==> config.mk <==
export PLATFORM = sky130hd
export DESIGN_NAME = rom_seq_reader
export DESIGN_NICKNAME = d
export VERILOG_FILES = /design/src/rtl/rom_seq_pkg.sv /design/src/rtl/rom_seq_fifo2.sv /design/src/rtl/rom_seq_reader.sv
export SDC_FILE = /design/constraint.sdc
export NUM_CORES = 1
export LEC_CHECK = 0
export CORE_ASPECT_RATIO = 1.4
export CORE_UTILIZATION = 27
export DETAILED_ROUTE_END_ITERATION = 7
export PLACE_DENSITY = 0.52
export SYNTH_ARGS = -nofsm -noshare
export SYNTH_HDL_FRONTEND = slang
export SYNTH_HIERARCHICAL = 1
export SYNTH_SLANG_ARGS = --single-unit
==> constraint.sdc <==
create_clock -name clk -period 4.1 [get_ports clk]
set_input_delay 0.82 -clock clk [delete_from_list [all_inputs] [get_ports clk]]
set_output_delay 0.82 -clock clk [all_outputs]
set_load 0.005 [all_outputs]
==> src/rtl/rom_seq_pkg.sv <==
// Shared defaults and FSM state encoding for the sequential ROM burst reader.
package rom_seq_pkg;
   localparam int AW_DEF = 4;
   localparam int DW_DEF = 4;

   typedef enum logic [1:0] {
      IDLE  = 2'd0,
      READ  = 2'd1,
      DRAIN = 2'd2
   } state_e;
endpackage

==> src/rtl/rom_seq_fifo2.sv <==
// Two-entry output buffer; a push becomes visible one cycle later (no pass-through).
// Pop is combinational on the head entry; a push while full is only accepted together with a pop.
module rom_seq_fifo2
   import rom_seq_pkg::*;
#(
   parameter int DW = DW_DEF
) (
   input  logic          clk,
   input  logic          rst,
   input  logic          push_i,
   input  logic [DW-1:0] push_dat_i,
   input  logic          pop_i,
   output logic [DW-1:0] dat_o,
   output logic [1:0]    occ_o
);

   logic [DW-1:0] mem_q [2];
   logic          wr_q;
   logic          rd_q;
   logic [1:0]    occ_q;
   logic          push_ok;
   logic          pop_ok;

   assign pop_ok  = pop_i && (occ_q != 2'd0);
   assign push_ok = push_i && ((occ_q != 2'd2) || pop_ok);

   always_ff @(posedge clk) begin
      if (rst) begin
         for (int i = 0; i < 2; i++) mem_q[i] <= '0;
         wr_q  <= 1'b0;
         rd_q  <= 1'b0;
         occ_q <= 2'd0;
      end else begin
         if (push_ok) mem_q[wr_q] <= push_dat_i;
         wr_q <= wr_q ^ push_ok;
         rd_q <= rd_q ^ pop_ok;
         case ({push_ok, pop_ok})
            2'b10:   occ_q <= occ_q + 2'd1;
            2'b01:   occ_q <= occ_q - 2'd1;
            default: occ_q <= occ_q;
         endcase
      end
   end

   assign dat_o = (occ_q != 2'd0) ? mem_q[rd_q] : '0;
   assign occ_o = occ_q;

endmodule

==> src/rtl/rom_seq_reader.sv <==
// Reads count words from a 1-cycle registered ROM starting at start_addr; first word out 3 cycles after start.
// out_ready backpressure throttles ROM issue so the 2-entry FIFO never overflows. ROM_SEQ_CHECKSUM_EN adds an XOR checksum output.
module rom_seq_reader
   import rom_seq_pkg::*;
#(
   parameter int AW = AW_DEF,
   parameter int DW = DW_DEF
) (
   input  logic          clk,
   input  logic          rst,
   input  logic          start,
   input  logic [AW-1:0] start_addr,
   input  logic [AW:0]   count,
   output logic          rom_en,
   output logic [AW-1:0] rom_addr,
   input  logic [DW-1:0] rom_data,
   output logic [DW-1:0] out_data,
   output logic          out_valid,
   input  logic          out_ready,
   output logic          busy,
   output logic          done
`ifdef ROM_SEQ_CHECKSUM_EN
   ,
   output logic [DW-1:0] checksum
`endif
);

   localparam logic [AW:0] ONE = {{AW{1'b0}}, 1'b1};

   state_e        state_q, state_d;
   logic [AW-1:0] base_q, base_d;
   logic [AW:0]   cnt_q, cnt_d;
   logic [AW:0]   issued_q, issued_d;
   logic          inflight_q;
   logic          done_q, done_d;
   logic [1:0]    occ;
   logic          pop;
   logic          room;
   logic          issue;

   assign out_valid = (occ != 2'd0);
   assign pop       = out_valid && out_ready;

   // Words that will sit in the FIFO next cycle must leave room for this cycle's issue.
   assign room = ({1'b0, occ} + {2'b00, inflight_q}) <= ({2'b00, pop} + 3'd1);

   always_comb begin
      state_d  = state_q;
      base_d   = base_q;
      cnt_d    = cnt_q;
      issued_d = issued_q;
      done_d   = 1'b0;
      issue    = 1'b0;
      case (state_q)
         IDLE: begin
            if (start) begin
               base_d   = start_addr;
               cnt_d    = count;
               issued_d = '0;
               state_d  = (count == '0) ? DRAIN : READ;
            end
         end
         READ: begin
            if (room) begin
               issue    = 1'b1;
               issued_d = issued_q + ONE;
               if (issued_d == cnt_q) state_d = DRAIN;
            end
         end
         DRAIN: begin
            if (!inflight_q && ((occ == 2'd0) || ((occ == 2'd1) && pop))) begin
               state_d = IDLE;
               done_d  = 1'b1;
            end
         end
         default: state_d = IDLE;
      endcase
   end

   always_ff @(posedge clk) begin
      if (rst) begin
         state_q    <= IDLE;
         base_q     <= '0;
         cnt_q      <= '0;
         issued_q   <= '0;
         inflight_q <= 1'b0;
         done_q     <= 1'b0;
      end else begin
         state_q    <= state_d;
         base_q     <= base_d;
         cnt_q      <= cnt_d;
         issued_q   <= issued_d;
         inflight_q <= issue;
         done_q     <= done_d;
      end
   end

   assign rom_en   = issue;
   assign rom_addr = issue ? (base_q + issued_q[AW-1:0]) : '0;
   assign busy     = (state_q != IDLE);
   assign done     = done_q;

   rom_seq_fifo2 #(.DW(DW)) u_fifo (
      .clk        (clk),
      .rst        (rst),
      .push_i     (inflight_q),
      .push_dat_i (rom_data),
      .pop_i      (pop),
      .dat_o      (out_data),
      .occ_o      (occ)
   );

`ifdef ROM_SEQ_CHECKSUM_EN
   logic [DW-1:0] csum_q;

   always_ff @(posedge clk) begin
      if (rst) begin
         csum_q <= '0;
      end else if ((state_q == IDLE) && start) begin
         csum_q <= '0;
      end else if (pop) begin
         csum_q <= csum_q ^ out_data;
      end
   end

   assign checksum = csum_q;
`endif

endmodule

Word-level counts from Yosys, hierarchy flattened:

Memories as Yosys holds them, arrays and structs flattened. A register that Yosys moved wholly into a read port is not among the register bits.
Index checks and enable logic that the tools add are counted.

* add/subtract/negate cells: 6
* order comparisons: 1
* eq/ne operators: 11
* mux-type cells: 24
* bitwise gates (word level): 3
* reduce and logical (&&, ||, !) cells: 20

Operator list (count)
* 4-bit two-way mux: 3
* 1-bit two-way mux: 11
* 2-bit two-way mux: 5
* 5-bit two-way mux: 2
* 2-bit != test (second input constant): 5
* 5-bit case mux with 2 select lines: 1
* 2-bit nonzero test: 4
* 2-bit by 1-bit == test with 1-bit output (second input constant): 3
* 2-bit case mux with 3 select lines: 1
* 5-bit by 1-bit adder with 5-bit output (second input constant): 1
* 5-bit == test: 1
* 1-bit logical AND: 5
* 5-bit logical NOT: 1
* 4-bit adder: 1
* 2-bit == test (second input constant): 2
* 2-bit logical NOT: 2
* 2-bit case mux with 2 select lines: 1
* 4-bit AND reduction: 1
* 4-bit OR reduction: 1
* 2-bit by 1-bit adder with 3-bit output: 1
* 3-bit by 2-bit <= comparator with 1-bit output: 1
* 3-bit AND reduction: 1
* 1-bit by 1-bit adder with 2-bit output (second input constant): 1
* 2-bit by 1-bit adder with 2-bit output (second input constant): 1
* 7 further kinds: 9

* register bits: 22
* bits in writable memories: 8
* input port bits: 17
* output and inout bits: 12
* logic and storage cells: 75
* memories kept: 1

Memories
* u_fifo.mem_q: depth 2, bits a word 4, read ports 1, clocked after memory_dff 1, write ports 2, RTL line rom_seq_fifo2.sv:17 `logic [DW-1:0] mem_q [2];`

Longest topological paths before layout:

Gate-level depths: netlist of the first run.

* word-level depth: 10
* depth in mapped cells: 10
* gate-level depth less buffers: 9

Cells and area by module:

Netlist of the first run, hierarchy kept.

Modules (own cells, without submodules)
* rom_seq_reader: times used 1, cells each 131, area each 1076.0 µm², sequential area each 360.3 µm²
* rom_seq_fifo2: times used 1, cells each 54, area each 590.6 µm², sequential area each 320.3 µm²

Least setup slack after synthesis of the first run:

No wires, ideal clock.

* path kind: input-to-output
* start: input out_ready
* end: output rom_addr[0]
* data arrival time: 2.480 ns
* required time: 3.280 ns
* setup slack: 0.800 ns
* cell stages on the path: 8
* buffers on the path: 1
* path through: nand2_1 > inv_1 > fa_1 > o31a_1 > o21ai_1 > buf_1 > inv_2 > and2_1

* longest elaborated chain between the ends: 6

Ends and longest elaborated chain
* from (decl): RTL line rom_seq_reader.sv:19 `input logic out_ready,`
* 1-bit logical AND: RTL line rom_seq_reader.sv:42 `assign pop = out_valid && out_ready;`
* net pop: RTL line rom_seq_reader.sv:37 `logic pop;`
* 1-bit by 1-bit adder with 2-bit output: RTL line rom_seq_reader.sv:45 `assign room = ({1'b0, occ} + {2'b00, inflight_q}) <= ({2'b00, pop} + 3'd1);`
* 3-bit by 2-bit <= comparator with 1-bit output: RTL line rom_seq_reader.sv:45
* 1-bit two-way mux: RTL line rom_seq_reader.sv:64 `if (room) begin`
* 1-bit two-way mux: RTL line rom_seq_reader.sv:54 `case (state_q)`
* net rom_en: RTL line rom_seq_reader.sv:14 `output logic rom_en,`
* 4-bit two-way mux: RTL line rom_seq_reader.sv:99 `assign rom_addr = issue ? (base_q + issued_q[AW-1:0]) : '0;`
* to (decl): RTL line rom_seq_reader.sv:15 `output logic [AW-1:0] rom_addr,`

The timed path passes the listed nets, and every way through them passes these cells.

Final worst setup path of the first run:

* start: input out_ready
* end: output rom_addr[3]

* longest elaborated chain between the ends: 6

Ends and longest elaborated chain (RTL line)
* 1-bit logical AND: rom_seq_reader.sv:42
* net pop: rom_seq_reader.sv:37
* 1-bit by 1-bit adder with 2-bit output: rom_seq_reader.sv:45
* 3-bit by 2-bit <= comparator with 1-bit output: rom_seq_reader.sv:45
* 1-bit two-way mux: rom_seq_reader.sv:64
* 1-bit two-way mux: rom_seq_reader.sv:54
* 4-bit two-way mux: rom_seq_reader.sv:99

The timed path passes the listed nets, and every way through them passes these cells.

==> results of run 1 <==
==> registers in the layout, indices dropped and copies added, names as in the netlist <==
| signal | cells |
|---|---|
| u_fifo/mem_q | 8 |
| cnt_q | 5 |
| issued_q | 5 |
| base_q | 4 |
| state_q | 2 |
| u_fifo/occ_o | 2 |
| done | 1 |
| inflight_q | 1 |
| u_fifo/rd_q | 1 |
| u_fifo/wr_q | 1 |
==> cells in the final DEF (no fill, tap or decap), types with 3 or more instances in the layout <==
master           synthesis  routed
mux2i_1                  5       5
nor3_1                   3       3
a31oi_1                  4       4
a21oi_1                 14      14
o21ai_0                  3       3
and2_1                   3       3
nor2b_1                  4       4
inv_1                    6       6
nor2_1                  13      13
nand2_1                 23      23
clkdlybuf4s50_1          0      28
nand3_1                  9       9
xor2_1                   4       4
clkbuf_8                 0       5
dfxtp_1                 22      22
and2_2                   4       4
buf_4                    1       5
edfxtp_1                 8       8
and3_1                   4       4
ha_1                     7       7
xnor2_1                  6       6
clkbuf_1                 5       3
==> worst register-to-register path, cell delays in order (launching register included) <==
cell and delay (ns):
dfxtp_1 0.40, or2_2 0.35, nand2_1 0.10, inv_1 0.07, fa_1 0.50, nor3b_2 0.23, o21ai_2 0.13, buf_4 0.18
or3_1 0.34, a31oi_1 0.13
==> final cells by class <==
cell class | count | area share
Sequential cell | 30 | 0.3194
Clock buffer | 8 | 0.03758
Tap cell | 70 | 0.04110
Multi-Input combinational cell | 141 | 0.4404
Timing Repair Buffer | 33 | 0.1491
Inverter | 7 | 0.01233
==> per-stage QoR <==
step                      area (sq um)  utilization
final                             2131       0.3609
after global routing              2131       0.3609
after CTS                         2122       0.3594
after detailed placement          2042       0.3458
after global placement            2042       0.3458
after floorplan                   1667            -
==> per-layer routing <==
layer | part of all wire | vias up
li1 | - | 715
met1 | 0.42 | 631
met2 | 0.52 | 30
met3 | 0.035 | 6
met4 | 0.019 | 0
met5 | 0 | -
==> report_power, final <==
group          switching [mW]  total, mW  internal (mW)
clock                   0.110      0.230          0.120
sequential             0.0200      0.344          0.324
combinational          0.0732      0.150         0.0770
total                   0.203      0.724          0.521
==> kinds of logic after synthesis <==
kind of cell             after synthesis
multiplexers                           5
adder cells (fa/ha/maj)                9
AO/OA/AOI/OAI                         35
AND/OR/NAND/NOR                       82
buffers and inverters                 14
XOR/XNOR                              10
flip-flops                            30
==> worst paths after layout <==
| kind | startpoint | endpoint | cells after the start |
|---|---|---|---|
| hold / removal | base_q[2]$_SDFFE_PP0P_ | base_q[2]$_SDFFE_PP0P_ | 2 |
| hold reg to reg | base_q[2]$_SDFFE_PP0P_ | base_q[2]$_SDFFE_PP0P_ | 2 |
| setup / recovery | out_ready | rom_addr[3] | 9 |
| setup reg to reg | u_fifo/occ_o[0]$_SDFFE_PP0P_ | issued_q[3]$_SDFFE_PP0P_ | 9 |
==> repair_timing <==
| action | 4_1_cts | 5_1_grt |
|---|---|---|
| hold buffers | 0 | 0 |
| resized for setup | 0 | 2 |
| buffers inserted | 0 | 0 |
| setup endpoints to repair | 0 | 4 |
==> flow_metrics.env, run 1 <==
export IMPL_die_h_um=94.96
export IMPL_muxShareOfSynthArea=0.03003
export IMPL_yosysMostFrequentCell="nand2_1"
export IMPL_ant_nets=0
export IMPL_hold_slack_ns=0.4624
export IMPL_ys_warn_count=6
export IMPL_synth_top_area_frac=0.2643
export IMPL_endpoint_kind="output port"
export IMPL_overflow=0
export IMPL_ys_ff_latch=30
export IMPL_worstSetupPathType="input port to output port"
export IMPL_power_density_mw_per_mm2=339.9
export IMPL_critPathRequiredTime_ns=3.28
export IMPL_drive_above_1_share=0.1050
export IMPL_peakVddDrop_mv=0.1620
export IMPL_setup_ws_ns=0.1228
export IMPL_finalHoldViolations=0
export IMPL_synth_area_top_cells="dfxtp_1 (26%), edfxtp_1 (14%), ha_1 (5.3%)"
export IMPL_setup_viol=0
export IMPL_crit_path_cell_trace="clkdlybuf4s50_1 -> nand2_1 -> inv_1 -> fa_1 -> o31a_1 -> o21ai_2 -> buf_4 -> nor2_1 -> clkdlybuf4s50_1"
export IMPL_ys_seq_area_frac=0.4084
export IMPL_yosys_area_top_type="dfxtp_1"
export IMPL_slew_viol_final=0
export IMPL_outcome="completed"
export IMPL_synth_compound_area_frac=0.1306
export IMPL_finClkSkew_ns=0.003034
export IMPL_instances_no_fill=289
export IMPL_async_flop_share=0
export IMPL_ctsRootBufferMaster="clkbuf_8"
export IMPL_maxCapViolations=0
export IMPL_ff_latch_area_sq_um=680.7
export IMPL_start_util=0.2823
export IMPL_clk_pin_slew_ns=0.06
export IMPL_cpPeakStageDelay_ns=0.48
export IMPL_totalPowerFinal_mw=0.7243
export IMPL_grt_most_used_layer="met2"
export IMPL_synthSimpleGateAreaFrac=0.2680
export IMPL_synth_ff_type="dfxtp_1"
export IMPL_worst_pin_slew_ns=0.5129
export IMPL_synth_area_sq_mm=0.001667
export IMPL_gr_usage_met1=0.1399
export IMPL_cp_top_family="buffers and inverters"
export IMPL_first_iter_violations=20
export IMPL_dr_pass1_iters=4
export IMPL_avgViaCountPerCell=4.782
export IMPL_die_area_sq_mm=0.006495
export IMPL_routed_wl_mm=3.650
export IMPL_wl_per_cell_um=12.63
export IMPL_synth_avg_cell_area_sq_um=9.009
export IMPL_synth_top_family_by_area="simple AND/OR/NAND/NOR gates"
export IMPL_cts_htree_levels=2
export IMPL_grt_met3_usage=0.03623
export IMPL_ioPinCount=29
export IMPL_grt_pass1_vias=1324
export IMPL_fin_crit_sh=0.9701
export IMPL_syn_nets=211
export IMPL_setup_tns_ns=0
export IMPL_antenna_found_initial=0
export IMPL_multiInputGateArea_sq_um=938.4
export IMPL_grt_max_degree=25
export IMPL_clock_path_buffers=2
export IMPL_nNetsFinal=244
export IMPL_max_slew_margin=0.6537
export IMPL_cts_made_buffers=5
export IMPL_clock_sinks=30
export IMPL_nFillCells=634
export IMPL_hold_class="flop to flop"
export IMPL_drc=0
export IMPL_cts_tree="done"
export IMPL_synth_distinct_cells=46
export IMPL_dieWidth_um=68.40
export IMPL_cpMostUsedCell="clkdlybuf4s50_1"
export IMPL_rsz0062_at_grt="yes"
export IMPL_synth_edf_count=8
export IMPL_reg2reg_slack_ns=1.61
export IMPL_synthXorXnorAreaFrac=0.05255
export IMPL_leakage_nw=0.8287
export IMPL_met2_usage=0.2288
export IMPL_clock_latency_ns=0.28
export IMPL_fmax_ghz=0.2514
export IMPL_place_inst=281
export IMPL_cp_arrival_ns=3.16
export IMPL_globalplace_congestion=0.7271
export IMPL_via_count=1382
export IMPL_post_place_ws_ns=0.03951
export IMPL_synth_fa_ha_area_frac=0.07658
export IMPL_synth_commonest_cells="nand2_1 (23), dfxtp_1 (22), a21oi_1 (14)"
export IMPL_core_area_sq_mm=0.005904
export IMPL_fin_crit_ns=3.977
export IMPL_path_max_fanout=10
export IMPL_grtUsageTotal=0.1301
export IMPL_dpl_hpwl_mm=2.743
export IMPL_synthCells=185
export IMPL_critPathLaunchType="input port"
export IMPL_portBuffers=28
export IMPL_slowest_stage="clkdlybuf4s50_1"
export IMPL_grt_pass1_wl_mm=6.147
export IMPL_placement_rows=33
export IMPL_area_growth_pct=27.85
export IMPL_n_antenna_cell=0
export IMPL_path_buf_inv=4
Note: power is estimated with default switching activity, not from simulation.
==> run 2: changes to the inputs <==
- RECOVER_POWER: unset -> 100
==> run 2 against run 1 <==
Sequential power hardly changed. Final area is 0.18% lower. Utilization is 0.064 points lower. Largest cell class unchanged. Highest routed layer unchanged.
==> flow_metrics.env, run 2 (synthesized netlist as in run 1, its figures left out) <==
export IMPL_clock_latency_ns=0.28
export IMPL_maxCapViolations=0
export IMPL_endpoint_kind="output port"
export IMPL_worst_pin_slew_ns=1.128
export IMPL_dr_pass1_iters=4
export IMPL_multiInputGateArea_sq_um=938.4
export IMPL_ff_latch_area_sq_um=680.7
export IMPL_grt_max_degree=25
export IMPL_area_growth_pct=27.63
export IMPL_top_regs="u_fifo/mem_q x8, cnt_q x5, issued_q x5"
export IMPL_postLayoutCellArea_sq_mm=0.002127
export IMPL_dpl_hpwl_mm=2.743
export IMPL_seq_power_share=0.476
export IMPL_path_max_fanout=10
export IMPL_reg2reg_depth=10
export IMPL_grt_pass1_vias=1324
export IMPL_hold_slack_ns=0.4624
export IMPL_rsz0062_at_grt="yes"
export IMPL_power_internal_mw=0.5194
export IMPL_peakVddDrop_mv=0.1612
export IMPL_ioPinCount=29
export IMPL_avgViaCountPerCell=4.803
export IMPL_via_count=1388
export IMPL_instances_no_fill=289
export IMPL_hold_path_end="base_q[2]$_SDFFE_PP0P_"
export IMPL_largest_reg_flops=8
export IMPL_reg2reg_slack_ns=1.60
export IMPL_totalPowerFinal_mw=0.7227
export IMPL_setup_viol=0
export IMPL_cp_arrival_ns=3.16
export IMPL_outcome="completed"
export IMPL_finalHoldViolations=0
export IMPL_portBuffers=28
export IMPL_nNetsFinal=244
export IMPL_n_antenna_cell=0
export IMPL_worstSetupPathType="input port to output port"
export IMPL_r2r_start="u_fifo/occ_o[0]$_SDFFE_PP0P_"
export IMPL_globalplace_congestion=0.7271
export IMPL_fin_crit_ns=3.977
export IMPL_antenna_found_initial=0
export IMPL_placement_rows=33
export IMPL_clock_path_buffers=2
export IMPL_critPathLaunchType="input port"
export IMPL_grt_pass1_wl_mm=6.147
export IMPL_wl_per_cell_um=12.61
export IMPL_combinationalPowerShare=0.205
export IMPL_overflow=0
export IMPL_first_iter_violations=19
export IMPL_ctsRootBufferMaster="clkbuf_8"
export IMPL_nFillCells=634
export IMPL_clock_sinks=30
export IMPL_leakage_nw=0.8334
export IMPL_dpl_instance_area_sq_mm=0.002042
export IMPL_max_slew_margin=0.2480
export IMPL_finClkSkew_ns=0.003435
export IMPL_clk_pin_slew_ns=0.06
export IMPL_slew_viol_final=0
export IMPL_cts_setup_buffers=0
export IMPL_switching_share=0.2813
export IMPL_switchingPower_mw=0.2033
export IMPL_drive_above_1_share=0.1005
export IMPL_ant_nets=0
export IMPL_min_path_cells=2
export IMPL_routed_wl_mm=3.645
export IMPL_start_util=0.2823
export IMPL_grtUsageTotal=0.1301
export IMPL_cts_made_buffers=5
export IMPL_pwr_share_clk=0.319
export IMPL_fmax_ghz=0.2515
export IMPL_power_density_mw_per_mm2=339.8
export IMPL_cts_tree="done"
export IMPL_place_inst=281
export IMPL_top_register="u_fifo/mem_q"
export IMPL_dieWidth_um=68.40
export IMPL_hold_buffers=0
export IMPL_fin_crit_sh=0.9700
export IMPL_hold_class="flop to flop"
export IMPL_min_from="base_q[2]$_SDFFE_PP0P_"
export IMPL_critPathRequiredTime_ns=3.28
export IMPL_cts_htree_levels=2
export IMPL_die_h_um=94.96
export IMPL_core_area_sq_mm=0.005904
export IMPL_layout_common_cells="nand2_1 (23), clkdlybuf4s50_1 (23), dfxtp_1 (22)"
export IMPL_die_area_sq_mm=0.006495
export IMPL_reg2reg_to="issued_q[2]$_SDFFE_PP0P_"
export IMPL_drc=0
==> run 2: cell count changes in the layout (fill, tap and decap cells not counted), sizes merged <==
cell           change
clkbuf             +1
buf                -1
dlygate4sd3        +5
clkdlybuf4s50      -5
==> run 2: worst max path at each step <==
stage | startpoint | endpoint | slack (ns) | cells past startpoint
6_report | out_ready | rom_addr[3] | 0.12 | 9
2_1_floorplan | out_ready | rom_addr[0] | 0.80 | 8
3_3_place_gp | out_ready | rom_addr[3] | 0.07 | 9
4_1_cts | out_ready | rom_addr[3] | 0.03 | 9
5_1_grt | out_ready | rom_addr[3] | -0.03 | 9
3_5_place_dp | out_ready | rom_addr[3] | 0.04 | 9
==> run 2: critical path: stages <==
cell and delay (ns):
clkdlybuf4s50_1 0.48, nand2_1 0.08, inv_1 0.10, fa_1 0.46, o31a_1 0.32, o21ai_2 0.21, buf_4 0.20, nor2_1 0.06
clkdlybuf4s50_1 0.43
==> run 2: metal layers <==
layer,vias up,wire [um],track usage
li1,716,-,-
met1,636,1537,0.1399
met2,30,1919,0.2288
met3,6,120,0.03623
met4,0,68,0.05729
met5,-,0,0
==> run 2: per-stage QoR <==
step / setup WS [ns] / setup TNS (ns) / utilization
6_report: 0.1232 / 0 / 0.3602
5_1_grt: -0.02703 / -0.04320 / 0.3602
4_1_cts: 0.02938 / 0 / 0.3594
3_5_place_dp: 0.03951 / 0 / 0.3458
3_3_place_gp: 0.06642 / 0 / 0.3458
2_1_floorplan: 0.8004 / 0 / -
==> run 2: power groups by stage <==
stage                     registers [mW]  logic, mW  clock network, mW
after detailed placement           0.350      0.148                  0
after floorplan                    0.345     0.0883                  0
after CTS                          0.344      0.149              0.240
after global routing               0.347      0.169              0.251
final                              0.344      0.148              0.231
after global placement             0.350      0.148                  0
==> run 2: repair_timing <==
action	CTS	global route
hold endpoints to repair	0	0
setup endpoints to repair	0	4
resized for setup	0	2
==> run 2: layout make-up <==
type,instances,share of cell area
Multi-Input combinational cell,141,0.4412
Sequential cell,30,0.3200
Timing Repair Buffer,33,0.1476
Tap cell,70,0.04118
Clock buffer,8,0.03765
Inverter,7,0.01235
==> run 3: changes to the inputs <==
- ABC_CLOCK_PERIOD_IN_PS: unset -> 4100
==> results of run 3 <==
Final layout, timing and power as in run 2 (identical DEF).
